==> config.mk <==
export PLATFORM = sky130hd
export DESIGN_NAME = core_bus_bridge
export DESIGN_NICKNAME = d
export VERILOG_FILES = /design/src/rtl/core_bus_bridge.sv
export SDC_FILE = /design/constraint.sdc
export NUM_CORES = 1
export LEC_CHECK = 0
export BUFFER_PORTS_ARGS = -buffer_cell sky130_fd_sc_hd__buf_4
export CORE_AREA = 3 3 117 119
export CTS_BUF_LIST = sky130_fd_sc_hd__clkbuf_4
export CTS_CLUSTER_DIAMETER = 120
export DETAILED_ROUTE_END_ITERATION = 16
export DIE_AREA = 0 0 120 122
export PLACE_DENSITY = 0.58
export SLEW_MARGIN = 10
export SYNTH_ARGS = -nofsm -noshare
export SYNTH_HDL_FRONTEND = slang
export SYNTH_SLANG_ARGS = --single-unit
==> constraint.sdc <==
create_clock -name clk -period 1.6 [get_ports clk]
set_input_delay 0.08 -clock clk [delete_from_list [all_inputs] [get_ports clk]]
set_output_delay 0.08 -clock clk [all_outputs]
set_load 0.01 [all_outputs]
==> src/rtl/core_bus_bridge.sv <==
// rtl/core_bus_bridge.sv - Wishbone classic slave to single-access core memory port bridge
// Define BRIDGE_TIMEOUT_EN to build the WAIT-state timeout that ends a stalled access with wb_err_o.
module core_bus_bridge #(
  parameter int TIMEOUT_CYCLES = 1024,
  parameter int TIMEOUT_BITS   = 11
) (
  input  logic        clk,
  input  logic        reset,
  input  logic        wb_cyc_i,
  input  logic        wb_stb_i,
  input  logic        wb_we_i,
  input  logic [31:0] wb_adr_i,
  input  logic [31:0] wb_dat_i,
  input  logic [3:0]  wb_sel_i,
  output logic        wb_ack_o,
  output logic        wb_err_o,
  output logic [31:0] wb_dat_o,
  output logic        mem_read_o,
  output logic        mem_write_o,
  output logic [31:0] mem_address_o,
  output logic [31:0] mem_write_data_o,
  input  logic        mem_response_i,
  input  logic [31:0] mem_read_data_i,
  output logic        busy_o
);

  typedef enum logic [2:0] {
    S_IDLE,
    S_RD_REQ,
    S_RD_WAIT,
    S_RMW_REQ,
    S_RMW_WAIT,
    S_WR_REQ,
    S_WR_WAIT,
    S_DONE
  } state_t;

  state_t      r_state;
  state_t      w_next_state;
  logic [29:0] r_adr;
  logic [31:0] r_wdata;
  logic [3:0]  r_sel;
  logic [31:0] r_rdata;
  logic        w_req;
  logic        w_timeout;
  logic [31:0] w_merged;
  logic        w_unused_adr;

  assign w_req        = wb_cyc_i & wb_stb_i;
  assign w_unused_adr = ^wb_adr_i[1:0];

  assign mem_address_o    = {r_adr, 2'b00};
  assign mem_write_data_o = r_wdata;
  assign wb_dat_o         = r_rdata;

  // Selected bytes come from the bus, the rest from the word just read back.
  always_comb begin
    w_merged = mem_read_data_i;
    for (int n = 0; n < 4; n++) begin
      if (r_sel[n]) begin
        w_merged[8*n +: 8] = r_wdata[8*n +: 8];
      end
    end
  end

`ifdef BRIDGE_TIMEOUT_EN
  localparam logic [TIMEOUT_BITS-1:0] LP_TMO_LIMIT = TIMEOUT_BITS'(TIMEOUT_CYCLES);

  logic [TIMEOUT_BITS-1:0] r_tmo;
  logic                    w_in_wait;

  assign w_in_wait = (r_state == S_RD_WAIT) | (r_state == S_RMW_WAIT) | (r_state == S_WR_WAIT);
  assign w_timeout = w_in_wait & ~mem_response_i & (r_tmo == LP_TMO_LIMIT);

  // Held at zero outside WAIT states, so every WAIT entry starts a fresh count.
  always_ff @(posedge clk) begin
    if (reset) begin
      r_tmo <= '0;
    end else if (!w_in_wait) begin
      r_tmo <= '0;
    end else if (!w_timeout) begin
      r_tmo <= r_tmo + 1'b1;
    end
  end
`else
  localparam int lp_unused_tmo = TIMEOUT_CYCLES + TIMEOUT_BITS;

  assign w_timeout = 1'b0;
`endif

  always_ff @(posedge clk) begin
    if (reset) begin
      r_state <= S_IDLE;
    end else begin
      r_state <= w_next_state;
    end
  end

  always_comb begin
    w_next_state = r_state;
    mem_read_o   = 1'b0;
    mem_write_o  = 1'b0;
    wb_ack_o     = 1'b0;
    wb_err_o     = 1'b0;
    busy_o       = (r_state != S_IDLE);
    case (r_state)
      S_IDLE: begin
        if (w_req) begin
          if (!wb_we_i) begin
            w_next_state = S_RD_REQ;
          end else if (wb_sel_i == 4'hF) begin
            w_next_state = S_WR_REQ;
          end else if (wb_sel_i == 4'h0) begin
            w_next_state = S_DONE;
          end else begin
            w_next_state = S_RMW_REQ;
          end
        end
      end
      S_RD_REQ: begin
        mem_read_o   = 1'b1;
        w_next_state = S_RD_WAIT;
      end
      S_RD_WAIT: begin
        if (mem_response_i) begin
          w_next_state = S_DONE;
        end else if (w_timeout) begin
          wb_err_o     = wb_cyc_i;
          w_next_state = S_IDLE;
        end
      end
      S_RMW_REQ: begin
        mem_read_o   = 1'b1;
        w_next_state = S_RMW_WAIT;
      end
      S_RMW_WAIT: begin
        if (mem_response_i) begin
          w_next_state = S_WR_REQ;
        end else if (w_timeout) begin
          wb_err_o     = wb_cyc_i;
          w_next_state = S_IDLE;
        end
      end
      S_WR_REQ: begin
        mem_write_o  = 1'b1;
        w_next_state = S_WR_WAIT;
      end
      S_WR_WAIT: begin
        if (mem_response_i) begin
          w_next_state = S_DONE;
        end else if (w_timeout) begin
          wb_err_o     = wb_cyc_i;
          w_next_state = S_IDLE;
        end
      end
      S_DONE: begin
        // A master that dropped cyc mid-access gets no ack.
        wb_ack_o     = wb_cyc_i;
        w_next_state = S_IDLE;
      end
      default: begin
        w_next_state = S_IDLE;
      end
    endcase
  end

  always_ff @(posedge clk) begin
    if (reset) begin
      r_adr   <= '0;
      r_wdata <= '0;
      r_sel   <= '0;
      r_rdata <= '0;
    end else begin
      if ((r_state == S_IDLE) && w_req) begin
        r_adr   <= wb_adr_i[31:2];
        r_wdata <= wb_dat_i;
        r_sel   <= wb_sel_i;
      end
      if ((r_state == S_RD_WAIT) && mem_response_i) begin
        r_rdata <= mem_read_data_i;
      end
      if ((r_state == S_RMW_WAIT) && mem_response_i) begin
        r_wdata <= w_merged;
      end
    end
  end

endmodule

==> impl_metrics.tcl, run 1 <==
set metrics [dict create \
    status "complete, no violations" \
    r2r_slack_ns 0.08 \
    ys_warn_count 0 \
    ant_nets 0 \
    vias 5131 \
    fin_worst_skew_ns 0.0226 \
    drt_iter0_drc 352 \
    powerDensity_mw_per_mm2 1000 \
    cap_violations 0 \
    setup_viol 0 \
    antenna_cells 0 \
    worstSetupStartpoint "r_state[0]" \
    pre_cts_slack_ns 0.0132 \
    drc_errors 0 \
    cts-root-buf "clkbuf_4" \
    ys_types 30 \
    synth_top_area_cell "dfxtp_1" \
    required_ns 1.93 \
    ys_ff_latch 101 \
    reg2reg_to "r_state[2]" \
    fin_nets 914 \
    ff2ff_path_depth 5 \
    critPathArrivalTime_ns 1.85 \
    synth_top_cell_area_share_pct 47.3 \
    p_total_uw 7230 \
    ys_seq_area_share_pct 47.3 \
    grt_pass1_wl_um 25800 \
    cts_inserted_buffers 9 \
    grt_max_degree 48 \
    drive_above_1_share_pct 31.5 \
    finalCritPeriodShare_pct 95.1 \
    final_cell_mix "222 x buf_4, 131 x nand2_1, 99 x dlygate4sd3_1, 99 x dfxtp_1, 68 x a21oi_1" \
    hold_path_class "input pin to flip-flop" \
    fmax_mhz 657 \
    cts_tree "done" \
    clk_latency_ns 0.45 \
    die_h_um 122 \
    ir_drop_mv 0.674 \
    cts.sinks 101 \
    syn_to_final_growth_pct 68.7 \
    clk_path_buf_depth 2 \
    htreeDepth 3 \
    worst-path-max-fanout 44 \
    relSlewSlack_pct 65.7 \
    netlist_area_mm2 0.00427 \
    rows 41 \
    setup_ws_ns 0.0776 \
    num-fill-cells 1112 \
    avgSynthCellArea_um2 8.16 \
    slew_violations 0 \
    port_buffers 201 \
    p_leak_uw 0.00295 \
    overflow 0 \
    synthTopCellsByArea "dfxtp_1 47%, nand2_1 12%, a21oi_1 8.0%" \
    fp.dieW_um 120 \
    path_clk_slew_ns 0.14 \
    antenna_found_initial 0 \
    worst_pin_slew_ns 0.515 \
    pin_count 207 \
    post-route-min-period_ns 1.52 \
    start_kind "flip-flop" \
    critical_path.endpoint "r_state[2]" \
    dieArea_mm2 0.0146 \
    worstReg2RegStart "r_state[0]" \
    endpoint_kind "flip-flop" \
    viasPerCell 5.21 \
    core_mm2 0.0127 \
    wl_per_cell_um 16.7 \
    grt_usage_pct 21.6 \
    dr.pass1.iters 5 \
    synthCells 524 \
    hold-path-cell-count 2 \
    critical_path_class "flip-flop to flip-flop" \
    place_hpwl_um 10600 \
    gp_congestion 0.793 \
    layout.cells.most_common "buf_4" \
    holdCritStartpoint "reset" \
    initial_utilization_pct 33.7 \
    drt_wl_total_um 16400 \
    hold_viol 0 \
    grt_pass1_vias 5059 \
]
-- per-stage QoR --
stage	std cells	util, %	TNS [ns]	hold slack [ns]	instance area [µm²]
after floorplan	526	-	0	0.216	4280
after global placement	863	47.2	0	0.345	5980
after detailed placement	863	47.2	0	0.350	5980
after CTS	982	56.3	0	0.0769	7130
after global routing	985	56.9	-0.000270	0.0967	7210
final	985	56.9	0	0.114	7210
-- timing repair --
action	4_1_cts	5_1_grt
hold buffers	99	0
pin swaps	1	1
hold endpoints to repair	100	0
setup buffers	4	2
cloned	0	1
setup endpoints to repair	3	36
gates resized for setup	4	8
-- power by group --
group / internal [µW] / switching, µW / leakage, µW
Sequential: 2840 / 202 / 0.000825
Combinational: 1480 / 1510 / 0.00207
Clock: 356 / 850 / 0.0000571
Total: 4670 / 2560 / 0.00295
-- worst max-delay path: stages (launching register included) --
cell,delay [ns]
dfxtp_4,0.40
nor3_4,0.24
buf_4,0.17
buf_12,0.20
o211ai_1,0.12
a221oi_1,0.27
-- cell usage after synthesis, drive strengths merged --
cell type and number:
o21ai 35, a21o 1, o211ai 1, a311oi 32, nor4bb 1, nor3 2
nand3 35, a2111o 1, nor2 4, nor2b 1, nor4 1, conb 1
clkbuf 32, and4 1, a221oi 33, buf 26, nand4bb 3, and2 2
o31ai 1, inv 6, nand2 131, a21oi 68, and4bb 1, o22ai 4
dfxtp 101
-- layout make-up --
class,instances,area [µm²],area share [%]
clock buffer,11,82.6,1.15
timing repair buffer,329,2810,39.0
tap,172,215,2.98
multi-input combinational,361,2010,27.9
sequential,101,2030,28.1
clock inverter,5,35.0,0.486
inverter,6,25.0,0.347
-- kinds of logic (layout without fill, tap and decap cells) --
family          Yosys count  in the layout  share of synthesized area [%]
compound gates          176            176                           27.2
buf+inv                  64            351                           7.00
flops                   101            101                           47.3
other cells               1              3                         0.0877
simple gates            182            182                           18.4
-- sequential cells by signal (all words and copies together), names as in the netlist --
| name | flops |
|---|---|
| mem_write_data_o | 32 |
| r_adr | 30 |
| r_state | 3 |
| r_sel | 4 |
| wb_dat_o | 32 |
-- worst min path at each step --
stage	endpoint	slack [ns]
2_1_floorplan	wb_dat_o[0]	0.22
3_3_place_gp	wb_dat_o[9]	0.35
3_5_place_dp	wb_dat_o[8]	0.35
4_1_cts	r_adr[13]	0.08
5_1_grt	r_sel[3]	0.1
6_report	r_adr[1]	0.11
-- per-layer routing --
| layer | wire length, µm | GRT usage (%) |
|---|---|---|
| met1 | 6540 | 26.1 |
| met2 | 8150 | 37.1 |
| met3 | 1380 | 7.15 |
| met4 | 338 | 5.73 |
| met5 | 0 | 0 |
Note: power is estimated with default switching activity, not from simulation.
==> run 2: changes to the inputs <==
--- a/config.mk
+++ b/config.mk
@@ -11,6 +11,7 @@
 export CTS_CLUSTER_DIAMETER = 120
 export DETAILED_ROUTE_END_ITERATION = 16
 export DIE_AREA = 0 0 120 122
+export HOLD_SLACK_MARGIN = 0.15
 export PLACE_DENSITY = 0.58
 export SLEW_MARGIN = 10
 export SYNTH_ARGS = -nofsm -noshare
==> run 2 against run 1 <==
Effect of this change: non-clock buffer count up 4; final cell count up 0.41%; design area up 0.56%; wire length up 0.45%; global-route usage up 0.089 points; sequential power about the same; combinational power about the same.
==> impl_metrics.tcl, run 2 (synthesis gave the netlist of run 1 again) <==
set metrics [dict create \
    gp_congestion 0.793 \
    hold_viol 0 \
    grt_pass1_wl_um 25900 \
    path_clk_slew_ns 0.16 \
    r2r_slack_ns 0.08 \
    relSlewSlack_pct 65.8 \
    critPathArrivalTime_ns 1.85 \
    fmax_mhz 656 \
    fin_area_mm2 0.00725 \
    fp.dieW_um 120 \
    dpl_cell_area_mm2 0.00598 \
    ant_nets 0 \
    ir_drop_mv 0.676 \
    worstSetupStartpoint "r_state[0]" \
    required_ns 1.93 \
    cts-root-buf "clkbuf_4" \
    cap_violations 0 \
    stdcell_count 989 \
    reg2reg_to "r_state[2]" \
    worst-path-max-fanout 44 \
    fin_setup_tns_ns 0 \
    port_buffers 201 \
    critical_path_class "flip-flop to flip-flop" \
    cts_inserted_buffers 9 \
    final_cell_mix "222 x buf_4, 131 x nand2_1, 103 x dlygate4sd3_1" \
    place_hpwl_um 10600 \
    drt_wl_total_um 16500 \
    pin_count 207 \
    drc_errors 0 \
    setup_ws_ns 0.0756 \
    drive_above_1_share_pct 31.3 \
    vias 5135 \
    cts.sinks 101 \
    wl_per_cell_um 16.7 \
    viasPerCell 5.19 \
    core_mm2 0.0127 \
    worstReg2RegStart "r_state[0]" \
    holdCritStartpoint "mem_read_data_i[22]" \
    cts_tree "done" \
    syn_to_final_growth_pct 69.7 \
    rows 41 \
    worst_pin_slew_ns 0.513 \
    clk_latency_ns 0.44 \
    setup_viol 0 \
    fin_worst_skew_ns 0.0217 \
    die_h_um 122 \
    powerDensity_mw_per_mm2 998 \
    grt_pass1_vias 5090 \
    grt_usage_pct 21.7 \
    hold_path_class "input pin to flip-flop" \
    initial_utilization_pct 33.7 \
    post-route-min-period_ns 1.52 \
    dieArea_mm2 0.0146 \
    dp.cells 863 \
    slew_violations 0 \
    clk_path_buf_depth 2 \
    layout.cells.most_common "buf_4" \
    fin_nets 918 \
    final_util_pct 57.2 \
    critical_path.endpoint "r_state[2]" \
    finalCritPeriodShare_pct 95.3 \
    grt_max_degree 48 \
    status "complete, no violations" \
    overflow 0 \
    antenna_cells 0 \
    endpoint_kind "flip-flop" \
    htreeDepth 3 \
    p_leak_uw 0.00297 \
    antenna_found_initial 0 \
    start_kind "flip-flop" \
    ff2ff_path_depth 5 \
    drt_iter0_drc 378 \
    pre_cts_slack_ns 0.0132 \
    dr.pass1.iters 5 \
]
## run 2: cell count changes in the layout (fill, tap and decap cells not counted), sizes merged
| cell | before | now |
|---|---|---|
| dlygate4sd3 | 99 | 103 |
## run 2: critical path, stage by stage, from the launching register on
cell and delay, ns:
dfxtp_4 0.40, nor3_4 0.24, buf_4 0.17, buf_12 0.20, o211ai_1 0.13, a221oi_1 0.27
## run 2: layout make-up
cell class	count	area, µm²
clock buffers	11	82.6
clock inverters	5	35.0
fillers	1109	5420
inverters	6	25.0
multi-input cells	361	2010
flip-flops and latches	101	2030
well taps	172	215
repair buffers	333	2850
## run 2: how the worst min path moves through the flow
stage | slack, ns | to | cells after the start
2_1_floorplan | 0.22 | wb_dat_o[0] | 2
3_3_place_gp | 0.35 | wb_dat_o[9] | 3
3_5_place_dp | 0.35 | wb_dat_o[8] | 3
4_1_cts | 0.39 | wb_dat_o[17] | 4
5_1_grt | 0.38 | wb_dat_o[22] | 4
6_report | 0.43 | wb_dat_o[22] | 4
## run 2: layer usage
layer | global-route usage (%) | up-vias | wire (µm)
met5 | 0 | - | 0
met4 | 5.73 | 0 | 279
met3 | 7.15 | 22 | 1260
met2 | 37.4 | 213 | 8270
met1 | 26.1 | 2442 | 6680
li1 | - | 2458 | -
## run 2: power breakdown
group / leakage [µW] / total, µW / switching (µW) / internal [µW]
sequential: 0.000825 / 3040 / 203 / 2840
combinational: 0.00209 / 3000 / 1510 / 1480
clock: 0.0000571 / 1200 / 847 / 356
## run 2: timing repair
item | 4_1_cts | 5_1_grt
cloned | 0 | 1
buffers inserted | 4 | 2
endpoints found under the setup margin | 3 | 36
pin swaps | 1 | 1
hold endpoints to repair | 101 | 0
hold buffers | 103 | 0
gates resized for setup | 4 | 8
## run 2: per-stage QoR
step                      power (µW)  hold WS, ns
after floorplan                 4450        0.216
after global placement          5570        0.345
after detailed placement        5610        0.350
after CTS                       7140        0.388
after global routing            7690        0.381
final                           7240        0.429
==> run 3: changes to the inputs <==
--- a/config.mk
+++ b/config.mk
@@ -6,14 +6,14 @@
 export NUM_CORES = 1
 export LEC_CHECK = 0
 export BUFFER_PORTS_ARGS = -buffer_cell sky130_fd_sc_hd__buf_4
-export CORE_AREA = 3 3 117 119
+export CORE_AREA = 2 2 116 118
 export CTS_BUF_LIST = sky130_fd_sc_hd__clkbuf_4
 export CTS_CLUSTER_DIAMETER = 120
 export DETAILED_ROUTE_END_ITERATION = 16
-export DIE_AREA = 0 0 120 122
+export DIE_AREA = 0 0 118 120
 export HOLD_SLACK_MARGIN = 0.15
-export PLACE_DENSITY = 0.58
-export SLEW_MARGIN = 10
+export PLACE_DENSITY = 0.63
+export SLEW_MARGIN = 20
 export SYNTH_ARGS = -nofsm -noshare
 export SYNTH_HDL_FRONTEND = slang
 export SYNTH_SLANG_ARGS = --single-unit
==> run 3 against run 2 <==
Effect of this change: die area is 3.3% lower; non-clock buffer count is the same; power increased by 1.1%; maximum frequency is essentially flat; clock-buffer cell count shrank 2; sequential cell count unchanged; final cell count up 0.51%; worst setup slack got worse by 0.0011 ns; critical path type is now flip-flop to output pin.
==> impl_metrics.tcl, run 3 (synthesis gave the netlist of run 1 again) <==
set metrics [dict create \
    status "complete, no violations" \
    vias 5255 \
    grt_usage_pct 22.5 \
    clk_path_buf_depth 2 \
    final_cell_mix "218 x buf_4, 131 x nand2_1, 103 x dlygate4sd3_1" \
    hold_path_class "input pin to flip-flop" \
    overflow 0 \
    cts-root-buf "clkbuf_4" \
    core_mm2 0.0130 \
    drive_above_1_share_pct 31.5 \
    fin_setup_tns_ns 0 \
    slew_violations 0 \
    powerDensity_mw_per_mm2 997 \
    drt_iter0_drc 411 \
    fp.dieW_um 118 \
    crit_buf_inv 3 \
    worst_pin_slew_ns 0.537 \
    viasPerCell 5.29 \
    dieArea_mm2 0.0142 \
    holdCritStartpoint "mem_read_data_i[19]" \
    critical_path.cell_chain "nor3_4 > inv_4 > buf_12 > buf_4" \
    holdWs_ns 0.404 \
    post-route-min-period_ns 1.53 \
    num-fill-cells 1111 \
    fin_worst_skew_ns 0.0182 \
    drc_errors 0 \
    cts_inserted_buffers 9 \
    route.met2.wl_um 8020 \
    critPathArrivalTime_ns 1.45 \
    place_hpwl_um 10500 \
    path_clk_slew_ns 0.15 \
    setup_viol 0 \
    rows 42 \
    htreeDepth 3 \
    gp_congestion 0.861 \
    pin_count 207 \
    endpoint_kind "output pin" \
    critical_path_class "flip-flop to output pin" \
    fmax_mhz 656 \
    grt_max_degree 68 \
    port_buffers 201 \
    top_layer "met4" \
    cap_violations 0 \
    multiInputGateArea_mm2 0.00203 \
    cts.sinks 101 \
    drt-met1-wl_um 6730 \
    critPathTopFamily "flip-flops" \
    required_ns 1.52 \
    final_util_pct 56.6 \
    slowest_delay_ns 0.39 \
    dpl_cell_area_mm2 0.00606 \
    dr.pass1.iters 5 \
    rsz0062_at_grt "true" \
    finalCritPeriodShare_pct 95.3 \
    fin_area_mm2 0.00734 \
    clk_latency_ns 0.48 \
    layout.cells.most_common "buf_4" \
    grt_pass1_vias 5116 \
    antenna_found_initial 1 \
    wl_met3_um 1140 \
    grt_pass1_wl_um 25500 \
    start_kind "flip-flop" \
    cts_tree "done" \
    ir_drop_mv 0.513 \
    worstReg2RegStart "r_state[0]" \
    critPathSlowestCell "dfxtp_4" \
    p_leak_uw 0.00301 \
    relSlewSlack_pct 64.2 \
    die_h_um 120 \
    initial_utilization_pct 32.9 \
    ant_nets 0 \
    wl_per_cell_um 16.7 \
    drt_wl_total_um 16600 \
    hold_viol 0 \
    register_area_mm2 0.00203 \
    worst-path-max-fanout 24 \
    fin_nets 918 \
    syn_to_final_growth_pct 71.8 \
    worstSetupStartpoint "r_state[1]" \
    p_total_uw 7320 \
]
run 3: changes by cell type in the layout (fill, tap and decap cells not counted), sizes merged:
cell	previous run	this run
clkbuf	12	10
inv	7	9
diode	0	1
clkinvlp	3	1
clkinv	1	3
run 3: path summary, 6_finish.rpt:
kind,slack [ns],cells after the start,to
setup reg to reg,0.08,4,mem_write_data_o[0]
setup / recovery,0.07,4,busy_o
hold / removal,0.40,4,wb_dat_o[19]
hold reg to reg,0.47,2,wb_dat_o[12]
run 3: cell type report:
cell class / count / area share [%]
Multi-Input combinational cell: 361 / 27.6
Timing Repair Buffer: 333 / 39.8
Inverter: 6 / 0.341
Tap cell: 176 / 3.00
Clock inverter: 7 / 0.631
Clock buffer: 9 / 0.920
Antenna cell: 1 / 0.0341
Sequential cell: 101 / 27.7
run 3: timing repair:
item                                   CTS  global route
buffers inserted                         5             0
gates resized for setup                  8             7
endpoints found under the hold margin  101             0
pin swaps                                1             2
cloned                                   0             1
hold buffers                           103             0
setup endpoints to repair               31            34
run 3: tightest hold or removal path: cells and delay by family:
kind	cells	cell delay (ns)
compound gates	1	0.05
buf+inv	2	0.67
simple gates	1	0.05
run 3: power breakdown:
group          internal, µW  switching (µW)  leakage [µW]
logic                  1520            1540       0.00212
registers              2840             205      0.000825
clock network           324             892     0.0000622
run 3: per-layer routing:
layer  track usage, %  up-vias
li1                 -     2465
met1             26.2     2431
met2             38.2      290
met3             5.51       69
met4             11.8        0
met5                0        -
run 3: stage by stage:
stage,instances,setup WS [ns]
finish,994,0.0745
global route,994,-0.0124
CTS,992,-0.00830
detailed placement,868,-0.0741
global placement,868,0.0312
floorplan,526,0.198
